[src/rtl/mem_arbiter_pkg.sv]
// mem_arbiter_pkg: shared state encoding and port indices for the memory arbiter.
package mem_arbiter_pkg;
  localparam logic [1:0] IDLE = 2'd0;
  localparam logic [1:0] ISSUE = 2'd1;
  localparam logic [1:0] WAIT = 2'd2;
  localparam logic [1:0] RESP = 2'd3;
  localparam logic PORT_CORE = 1'b0;
  localparam logic PORT_AUX = 1'b1;
  localparam int CNT_W = 4;
endpackage

[src/rtl/mem_arbiter_rr_pick2.sv]
// rr_pick2: combinational two-way round-robin grant; a tie goes to the port that did not win last.
module rr_pick2
  import mem_arbiter_pkg::*;
(
  input  logic req0,
  input  logic req1,
  input  logic last_grant,
  output logic valid,
  output logic grant
);
  assign valid = req0 | req1;
  assign grant = (req0 & req1) ? ~last_grant : (req1 ? PORT_AUX : PORT_CORE);
endmodule

[src/rtl/mem_arbiter.sv]
// mem_arbiter: shares one fixed-latency memory between the core (port 0) and aux (port 1) requesters.
module mem_arbiter
  import mem_arbiter_pkg::*;
#(
  parameter int ADDR_W = 32,
  parameter int DATA_W = 32,
  parameter int LAT = 2
) (
  input  logic              clk,
  input  logic              reset,
  input  logic              p0_req,
  input  logic              p0_we,
  input  logic [ADDR_W-1:0] p0_addr,
  input  logic [DATA_W-1:0] p0_wdata,
  output logic              p0_ack,
  output logic [DATA_W-1:0] p0_rdata,
  output logic              p0_stall,
  input  logic              p1_req,
  input  logic              p1_we,
  input  logic [ADDR_W-1:0] p1_addr,
  input  logic [DATA_W-1:0] p1_wdata,
  output logic              p1_ack,
  output logic [DATA_W-1:0] p1_rdata,
  output logic              mem_en,
  output logic              mem_we,
  output logic [ADDR_W-1:0] mem_addr,
  output logic [DATA_W-1:0] mem_wdata,
  input  logic [DATA_W-1:0] mem_rdata
);
  localparam logic [CNT_W-1:0] CNT_INIT = CNT_W'(LAT - 1);
  logic [1:0] state, nxt;
  logic [CNT_W-1:0] cnt;
  logic owner, last_grant, we_q, pick_valid, pick, done;
  rr_pick2 u_pick (
    .req0(p0_req),
    .req1(p1_req),
    .last_grant(last_grant),
    .valid(pick_valid),
    .grant(pick)
  );
  always_comb
    nxt = state == IDLE  ? (pick_valid ? ISSUE : IDLE) :
          state == ISSUE ? (LAT > 1 ? WAIT : RESP) :
          state == WAIT  ? (cnt == CNT_W'(1) ? RESP : WAIT) : IDLE;
  // ack and read data are registered on the edge into RESP, so both are visible during RESP
  assign done = (state != RESP) && (nxt == RESP);
  assign mem_en = state == ISSUE;
  assign mem_we = we_q;
  assign p0_stall = p0_req & ~p0_ack;
  always_ff @(posedge clk or negedge reset)
    if (!reset) begin
      state <= IDLE;
      cnt <= '0;
      owner <= PORT_CORE;
      last_grant <= PORT_AUX;
      we_q <= 1'b0;
      mem_addr <= '0;
      mem_wdata <= '0;
      p0_ack <= 1'b0;
      p1_ack <= 1'b0;
      p0_rdata <= '0;
      p1_rdata <= '0;
    end else begin
      state <= nxt;
      cnt <= state == ISSUE ? CNT_INIT : state == WAIT ? cnt - CNT_W'(1) : cnt;
      p0_ack <= done & (owner == PORT_CORE);
      p1_ack <= done & (owner == PORT_AUX);
      if (done & ~we_q & (owner == PORT_CORE)) p0_rdata <= mem_rdata;
      if (done & ~we_q & (owner == PORT_AUX)) p1_rdata <= mem_rdata;
      if (state == IDLE && pick_valid) begin
        owner <= pick;
        last_grant <= pick;
        we_q <= pick ? p1_we : p0_we;
        mem_addr <= pick ? p1_addr : p0_addr;
        mem_wdata <= pick ? p1_wdata : p0_wdata;
      end
    end
endmodule

[config.mk]
export PLATFORM = sky130hd
export DESIGN_NAME = mem_arbiter
export DESIGN_NICKNAME = d
export VERILOG_FILES = /design/src/rtl/mem_arbiter_pkg.sv /design/src/rtl/mem_arbiter_rr_pick2.sv /design/src/rtl/mem_arbiter.sv
export SDC_FILE = /design/constraint.sdc
export NUM_CORES = 1
export LEC_CHECK = 0
export ABC_AREA = 1
export BUFFER_PORTS_ARGS = -buffer_cell sky130_fd_sc_hd__buf_2
export CAP_MARGIN = 20
export CORE_ASPECT_RATIO = 0.6
export CORE_MARGIN = 2
export CORE_UTILIZATION = 42
export CTS_CLUSTER_SIZE = 30
export DETAILED_ROUTE_END_ITERATION = 6
export GPL_ROUTABILITY_DRIVEN = 0
export PLACE_DENSITY = 0.77
export SLEW_MARGIN = 20
export SYNTH_ARGS = -nofsm -noshare
export SYNTH_HDL_FRONTEND = slang
export SYNTH_HIERARCHICAL = 1
export SYNTH_SLANG_ARGS = --single-unit
[constraint.sdc]
create_clock -name clk -period 1.5 [get_ports clk]
set_input_delay 0.15 -clock clk [delete_from_list [all_inputs] [get_ports clk]]
set_output_delay 0.15 -clock clk [all_outputs]
set_load 0.01 [all_outputs]
; Yosys cells after proc, flatten, opt, wreduce, memory -nomap -nowiden
; Cells that the tools add are included.
[classes]
add_sub_neg = 1
eq_ne = 5
n_mux = 12
bitwise = 12
n_reduce_logical = 4
[op_table]
columns = cell, count
row1 = $mux W32, 2
row2 = $mux W4, 2
row3 = $and A1 B1 Y1, 7
row4 = $mux W2, 3
row5 = $mux W1, 5
row6 = $eq A2 B2 Y1 const B, 2
row7 = $eq A4 B1 Y1 const B, 1
row8 = $not A1 Y1, 4
row9 = $sub A4 B1 Y4 const B, 1
row10 = $eq A2 B1 Y1 const B, 1
row11 = $logic_and A1 B1 Y1, 2
row12 = $logic_not A2 Y1, 1
row13 = $ne A2 B2 Y1 const B, 1
row14 = $reduce_bool A2 Y1, 1
row15 = $or A1 B1 Y1, 1
[word_totals]
regBits = 139
input_bits = 166
out_inout_bits = 133
word_cells = 45

; Longest topological paths before layout
; Gate-level depths: netlist of run 1.
[logic_depth]
ltp_word = 9
ltp_mapped = 10
depth_no_buf = 9

; By module
; Netlist of run 1, hierarchy kept.
[modules_own_cells]
columns = module, n_inst, cells_each, area_each_um2, seq_area_each_um2
row1 = mem_arbiter, 1, 698, 6060.8, 3479.6
row2 = rr_pick2, 1, 3, 15.0, 0.0

; Least setup slack after synthesis of run 1
; OpenSTA, ideal clock, no wires.
[synth_timing]
kind = flip-flop to flip-flop
startpoint = register state[0]
endpoint = register p1_rdata[13]
setup_time_ns = 0.119
arrival_ns = 1.384
t_required_ns = 1.381
path_slack_ns = -0.003
path_stages_with_launch = 9
n_path_buf = 1
period_less_slack_ns = 1.503
cell_sequence = dfrtp_1 > inv_1 > ha_1 > nand2_1 > inv_2 > nand4_2 > buf_2 > nand2_1 > nand2_1
[synth_between]
elab_chain_cells = 8
word_cells_on_any_way = 11
classes_between = eq/ne (4) / mux (3) / bitwise (2) / reduce/logical (2)
[synth_rtl]
columns = item, line_no
row1 = start: declaration, mem_arbiter.sv:31  ; logic [1:0] state, nxt;
row2 = start signal: assignment, mem_arbiter.sv:64  ; state <= nxt;
row3 = $eq A2 B2 Y1, mem_arbiter.sv:44  ; state == WAIT ? (cnt == CNT_W'(1) ? RESP : WAIT) : IDLE;
row4 = $mux W2, mem_arbiter.sv:44
row5 = $mux W2, mem_arbiter.sv:43  ; state == ISSUE ? (LAT > 1 ? WAIT : RESP) :
row6 = $mux W2 *, mem_arbiter.sv:42  ; nxt = state == IDLE ? (pick_valid ? ISSUE : IDLE) :
row7 = named net nxt[1], mem_arbiter.sv:31
row8 = $eq A2 B2 Y1 *, mem_arbiter.sv:46  ; assign done = (state != RESP) && (nxt == RESP);
row9 = $logic_and A1 B1 Y1 *, mem_arbiter.sv:46
row10 = $and A1 B1 Y1 * (2 in a row), mem_arbiter.sv:69  ; if (done & ~we_q & (owner == PORT_AUX)) p1_rdata <= mem_rdata;
row11 = end signal: assignment, mem_arbiter.sv:69
row12 = end: declaration, mem_arbiter.sv:23  ; output logic [DATA_W-1:0] p1_rdata,
; The timed path passes the listed nets; every way through them passes the cells marked *.
; A chain may end at the register's enable or synchronous reset.

; Worst setup path in the final report of run 1
[layout_timing]
startpoint = register state[0]
endpoint = register p0_rdata[20]
[layout_between]
elab_chain_cells = 8
word_cells_on_any_way = 11
classes_between = eq/ne (4) / mux (3) / bitwise (2) / reduce/logical (2)
[layout_rtl]
columns = item, line_no
row1 = $eq A2 B2 Y1, mem_arbiter.sv:44
row2 = $mux W2, mem_arbiter.sv:44
row3 = $mux W2, mem_arbiter.sv:43
row4 = $mux W2, mem_arbiter.sv:42
row5 = $eq A2 B2 Y1, mem_arbiter.sv:46
row6 = $logic_and A1 B1 Y1 *, mem_arbiter.sv:46
row7 = $and A1 B1 Y1 * (2 in a row), mem_arbiter.sv:68  ; if (done & ~we_q & (owner == PORT_CORE)) p0_rdata <= mem_rdata;
row8 = end signal: assignment, mem_arbiter.sv:68
row9 = end: declaration, mem_arbiter.sv:16  ; output logic [DATA_W-1:0] p0_rdata,
; Mark *: on every way between the ends. The rest lies on a longest branch, timed or not.

==> reports/qor.txt, run 1 <==
#FFs+latches synth: 139
Worst IR drop on VDD: 1310 uV
Hold Path Depth: 3
Util after Layout: 69.0%
Met3 usage: 6.27%
Worst path arrival time: 2020 ps
Req. time, crit path: 1850 ps
Skew final: 10.6 ps
Slowest stage delay, CP: 420 ps
Crit start category: flip-flop
Final Worst Setup Slack: -175 ps
Worst min path class: input port to flip-flop
Final Hold Violating Endpoints: 0
EDFF count, synth: 0
WP buf/inv: 3
Drt pass-1 iters: 5
Asr flop ratio synth: 100%
Fin nets: 1,242
Fin crit share: 112%
GRT Total Usage: 25.7%
Met2 global-route usage: 41.0%
YS warnings: 6
# H-tree levels: 4
Post-detail-place hpwl: 12,800 microns
Post-synth design cell area: 6080 sq um
Vias in the first global route: 6,356
CP Capture Type: flip-flop
Synth area leader: dfrtp_1
Mapped Nets: 873
Post-Syn Area per Cell: 8.67 sq um
Busiest grt layer: met2
CP max FO: 11
Worst rel slew slack: 72.7%
Power per Cell Area: 2130 nW/um^2
Top cell type's share of synthesized area: 56.8%
First-pass GRT wire length: 32,200 microns
Sequential cell area fraction in the yosys report: 57.3%
Pin count of the biggest net entering global routing: 66
Root buf cell: clkbuf_16
CTS tree: done
RSZ-0062 raised after global routing: true
Flop-to-flop setup slack: -170 ps
Setup violations, final: 73
Reg clk slew, reported paths: 60 ps
Port Buffers: 298
Boundary pin count: 299
Die height: 97.2 microns
Share of layout cells above drive strength 1: 35.6%
Via count: 6,650
Fmax: 0.597 GHz
Tightest Pin Transition: 409 ps
Pre-CTS setup slack: -173 ps
DRT iter0 DRCs: 607
Leak: 4.93 nW
GRT overflow: 0
Core area: 13,900 sq um
Routed Antenna Nets: 0
Area growth, synth to finish: 57.5%
Synth cell types: 22
CTS Buffer Depth: 2
Post-layout min period: 1670 ps
CTS Sinks: 139
Most frequent cells after synthesis: nand2_1 (202), dfrtp_1 (138), a21oi_1 (131)
Status: finished with violations
Overall Power: 20.4 mW
DIE AREA: 15,500 sq um
Cells after synthesis: 701
Total routed wirelength: 21,300 microns
Via/cell ratio: 5.20
Critical-path cell list: inv_2 > ha_4 > nand2_2 > a21oi_4 > buf_12 > clkbuf_16 > nand4_1 > nand2_1
CP Class: flip-flop to flip-flop
Critical Path Stages: 8
Met1 usage: 34.2%
Crit-path leading delay family: buffers and inverters
Slowest cell on crit path: dfrtp_1
Die X-Extent: 159 microns
Initial core utilization: 43.8%
Initial antenna violation count: 4
CTS Buf Count: 17
Clk Latency, worst-skew pair: 410 ps
Top post-synthesis cells by area: dfrtp_1 (57%), nand2_1 (12%), a21oi_1 (11%)
Avg WL per Cell: 16.7 microns
Failing checks: negative setup slack
Reg2Reg Depth: 8
Slew Viols, Final: 0
Synth Flop Type: dfrtp_1
DRC Markers: 0
Max Cap Violations: 0
Rows: 33
Count leader, synth: nand2_1
## layout make-up
type	instances	area, sq um
Clock buffer	20	447
Sequential cell	139	3480
Tap cell	192	240
Multi-Input combinational cell	491	2370
Inverter	16	60.1
Timing Repair Buffer	405	2800
Clock inverter	12	163
Antenna cell	4	10.0
Fill cell	1071	4300
## worst paths after layout
| kind | from | end |
|---|---|---|
| max | state[0] | p0_rdata[20] |
| min | mem_rdata[26] | p0_rdata[26] |
| max reg2reg | state[0] | p0_rdata[20] |
| min reg2reg | p0_rdata[3] | p0_rdata[3] |
| max in group asynchronous | reset | last_grant |
| min in group asynchronous | reset | mem_addr[11] |
## where the power goes
group | switching [mW] | total [mW] | internal [mW]
sequential | 1.06 | 6.65 | 5.59
clock | 1.63 | 4.32 | 2.68
combinational | 5.52 | 9.38 | 3.87
## worst reg2reg max path: stages (launching register included)
cell and delay [ps]:
dfrtp_1 420, inv_2 110, ha_4 160, nand2_2 140, a21oi_4 240, buf_12 190
clkbuf_16 180, nand4_1 100, nand2_1 90
## through the flow
stage / hold WS (ps) / instances / setup TNS, ps / instance area (sq um)
5_1_grt: 8.78 / 1279 / -17560 / 9570
3_5_place_dp: 34.9 / 1157 / -9740 / 7880
6_report: 14.2 / 1279 / -7890 / 9570
2_1_floorplan: -146 / 701 / 0 / 6090
3_3_place_gp: 31.4 / 1157 / -4330 / 7880
4_1_cts: 0.295 / 1266 / -7570 / 9300
## flip-flops by register name, indices dropped and copies added (netlist names), 2 cells and up
signal and count:
mem_addr 32, mem_wdata 32, p0_rdata 32, p1_rdata 32
cnt 4, state 2
## per-layer routing
| metal | vias to the layer above | part of all wire [%] |
|---|---|---|
| met5 | - | 0 |
| met4 | 0 | 2.0 |
| met3 | 34 | 8.9 |
| met2 | 358 | 46 |
| met1 | 3160 | 43 |
| li1 | 3098 | - |
## cell usage in the layout (no fill, tap or decap), types with 4 or more instances in the layout
cell and n:
buf_2 297, nand2_1 198, dfrtp_1 138, a21oi_1 130, dlygate4sd3_1 74, nor2_1 72, nand4_1 64, clkbuf_16 24
buf_12 15, buf_4 9, inv_2 8, inv_1 8, diode_2 4, nand2_2 4
## cell families after synthesis
kind of cell               Yosys count  synth area share (%)
AOI/OAI and AO/OA                  137                  11.4
DFF                                139                  57.3
and+or+nand+nor                    348                  24.6
buffers and inverters               71                  5.56
adders and majority gates            6                  1.24
## repair_timing
item,4_1_cts,5_1_grt
setup buffers,2,1
hold buffers,74,0
endpoints found under the hold margin,218,0
gates resized for setup,6,16
gates cloned,1,9
endpoints found under the setup margin,71,121
pin swaps,2,7
No activity file was read; power rests on OpenSTA's default activity.
==> inputs of run 2 (changes only) <==
--- a/config.mk
+++ b/config.mk
@@ -15,6 +15,7 @@
 export DETAILED_ROUTE_END_ITERATION = 6
 export GPL_ROUTABILITY_DRIVEN = 0
 export PLACE_DENSITY = 0.77
+export REMOVE_ABC_BUFFERS = 1
 export SLEW_MARGIN = 20
 export SYNTH_ARGS = -nofsm -noshare
 export SYNTH_HDL_FRONTEND = slang
==> reports/qor.txt, run 2 (synthesized netlist as in run 1, its figures left out) <==
Status: finished with violations
Failing checks: negative setup slack
Commonest non-fill, non-tap cells in the layout: buf_2 (297), nand2_1 (175), dfrtp_1 (138)
Total routed wirelength: 22,200 microns
Fin nets: 1,267
DIE AREA: 15,500 sq um
Comb pwr share: 47.0%
GRT overflow: 0
Port Buffers: 298
Internal power: 12.4 mW
Req. time, crit path: 1790 ps
Clock power frac: 20.8%
Setup TNS: -9070 ps
Vias in the first global route: 6,848
Met3 usage: 7.00%
Area growth, synth to finish: 62.3%
Rows: 33
Busiest grt layer: met2
Tightest Pin Transition: 418 ps
GRT Total Usage: 28.2%
Clk Latency, worst-skew pair: 410 ps
# H-tree levels: 4
CP Class: flip-flop to flip-flop
Met1 usage: 38.3%
Critical-path cell list: buf_4 > ha_2 > inv_1 > nand2_2 > inv_2 > nand4_4 > buf_12 > clkbuf_16 > nand2_2 > nand2_1
Power per Cell Area: 2110 nW/um^2
Setup violations, final: 66
Slowest cell on crit path: dfrtp_1
Avg WL per Cell: 17.1 microns
Routed Antenna Nets: 0
Initial antenna violation count: 0
Boundary pin count: 299
CP Capture Type: flip-flop
Slew Viols, Final: 0
Worst rel slew slack: 72.1%
Skew final: 12.9 ps
Fmax: 0.587 GHz
Area after DPL: 7920 sq um
Fill count: 1,018
Worst path arrival time: 1990 ps
Net Switching: 8.45 mW
Leak: 5.06 nW
RSZ-0062 raised after global routing: true
First-pass GRT wire length: 35,000 microns
Die height: 97.2 microns
Reg clk slew, reported paths: 60 ps
Pin count of the biggest net entering global routing: 56
CTS Sinks: 139
Via/cell ratio: 5.23
DRC Markers: 0
Post-layout min period: 1700 ps
DRT iter0 DRCs: 464
Via count: 6,804
CTS tree: done
Inserted Diodes: 0
Leading cell type in the layout, fill and taps excluded: buf_2
Worst min path class: input port to flip-flop
Fin crit share: 114%
CTS Buf Count: 17
Post-detail-place hpwl: 13,400 microns
Crit start category: flip-flop
Slowest stage delay, CP: 400 ps
Worst IR drop on VDD: 987 uV
Max Cap Violations: 0
Core area: 13,900 sq um
Most common cell on crit path: nand2_2
Met2 global-route usage: 44.8%
Root buf cell: clkbuf_16
CTS Buffer Depth: 2
Final Hold Violating Endpoints: 0
Pre-CTS setup slack: -132 ps
Drt pass-1 iters: 5
Final Worst Setup Slack: -203 ps
Design area: 9860 sq um
Register share of total power: 32.2%
Die X-Extent: 159 microns
CP max FO: 6
Sw frac: 40.5%
Share of layout cells above drive strength 1: 38.6%
Initial core utilization: 43.8%
-- run 2: changes by cell type in the layout (fill, tap and decap cells not counted), sizes merged --
cell,previous run,this run
diode,4,0
dlygate4sd3,74,81
buf,324,345
clkbuf,27,24
-- run 2: final cells by class --
cell class / instances / area (sq um) / share of cell area, %
Sequential cell: 139 / 3480 / 35.3
Multi-Input combinational cell: 491 / 2450 / 24.8
Clock buffer: 20 / 447 / 4.53
Timing Repair Buffer: 430 / 3020 / 30.6
Tap cell: 192 / 240 / 2.44
Clock inverter: 12 / 163 / 1.65
Inverter: 16 / 67.6 / 0.685
-- run 2: path summary, 6_finish.rpt --
check / startpoint / end / slack, ps / depth (start not counted)
max in group asynchronous: reset / mem_addr[29] / 740 / 3
min reg2reg: p0_rdata[26] / p0_rdata[26] / 480 / 2
min: p1_addr[25] / mem_addr[25] / 10 / 3
max: state[0] / p1_rdata[4] / -200 / 10
min in group asynchronous: reset / p0_rdata[28] / 210 / 2
max reg2reg: state[0] / p1_rdata[4] / -200 / 10
-- run 2: through the flow --
stage / hold slack, ps / total power [mW] / instances / utilization (%)
4_1_cts: 0.369 / 20.2 / 1296 / 69.5
2_1_floorplan: -146 / 10.9 / 646 / -
6_report: 9.87 / 20.9 / 1300 / 71.1
3_5_place_dp: 70.3 / 14.8 / 1169 / 57.1
3_3_place_gp: 74.8 / 14.6 / 1169 / 57.1
5_1_grt: 0.630 / 22.2 / 1300 / 71.1
-- run 2: metal layers --
| metal | part of all wire [%] | up-vias | routed length [microns] |
|---|---|---|---|
| li1 | - | 3139 | - |
| met2 | 48 | 345 | 10600 |
| met4 | 1.6 | 0 | 366 |
| met3 | 8.0 | 35 | 1770 |
| met5 | 0 | - | 0 |
| met1 | 43 | 3285 | 9500 |
-- run 2: what timing repair did --
action | CTS | global route
endpoints found under the setup margin | 68 | 73
hold buffers | 81 | 0
resized for setup | 26 | 50
buffers inserted | 8 | 4
cloned | 6 | 4
endpoints found under the hold margin | 201 | 0
pin swaps | 1 | 17
-- run 2: power groups by stage --
stage               combinational, mW  clock [mW]  sequential, mW
finish                           9.80        4.34            6.72
global route                     10.7        4.59            6.92
CTS                              9.22        4.40            6.61
detailed placement               8.24           0            6.60
global placement                 8.02           0            6.61
floorplan                        3.48           0            7.43
-- run 2: worst max-delay path, delay by kind of cell (launching register included) --
family                   cells  cell delay (ps)
adder cells (fa/ha/maj)      1              170
buffers and inverters        5              680
flip-flops                   1              400
AND/OR/NAND/NOR              4              350
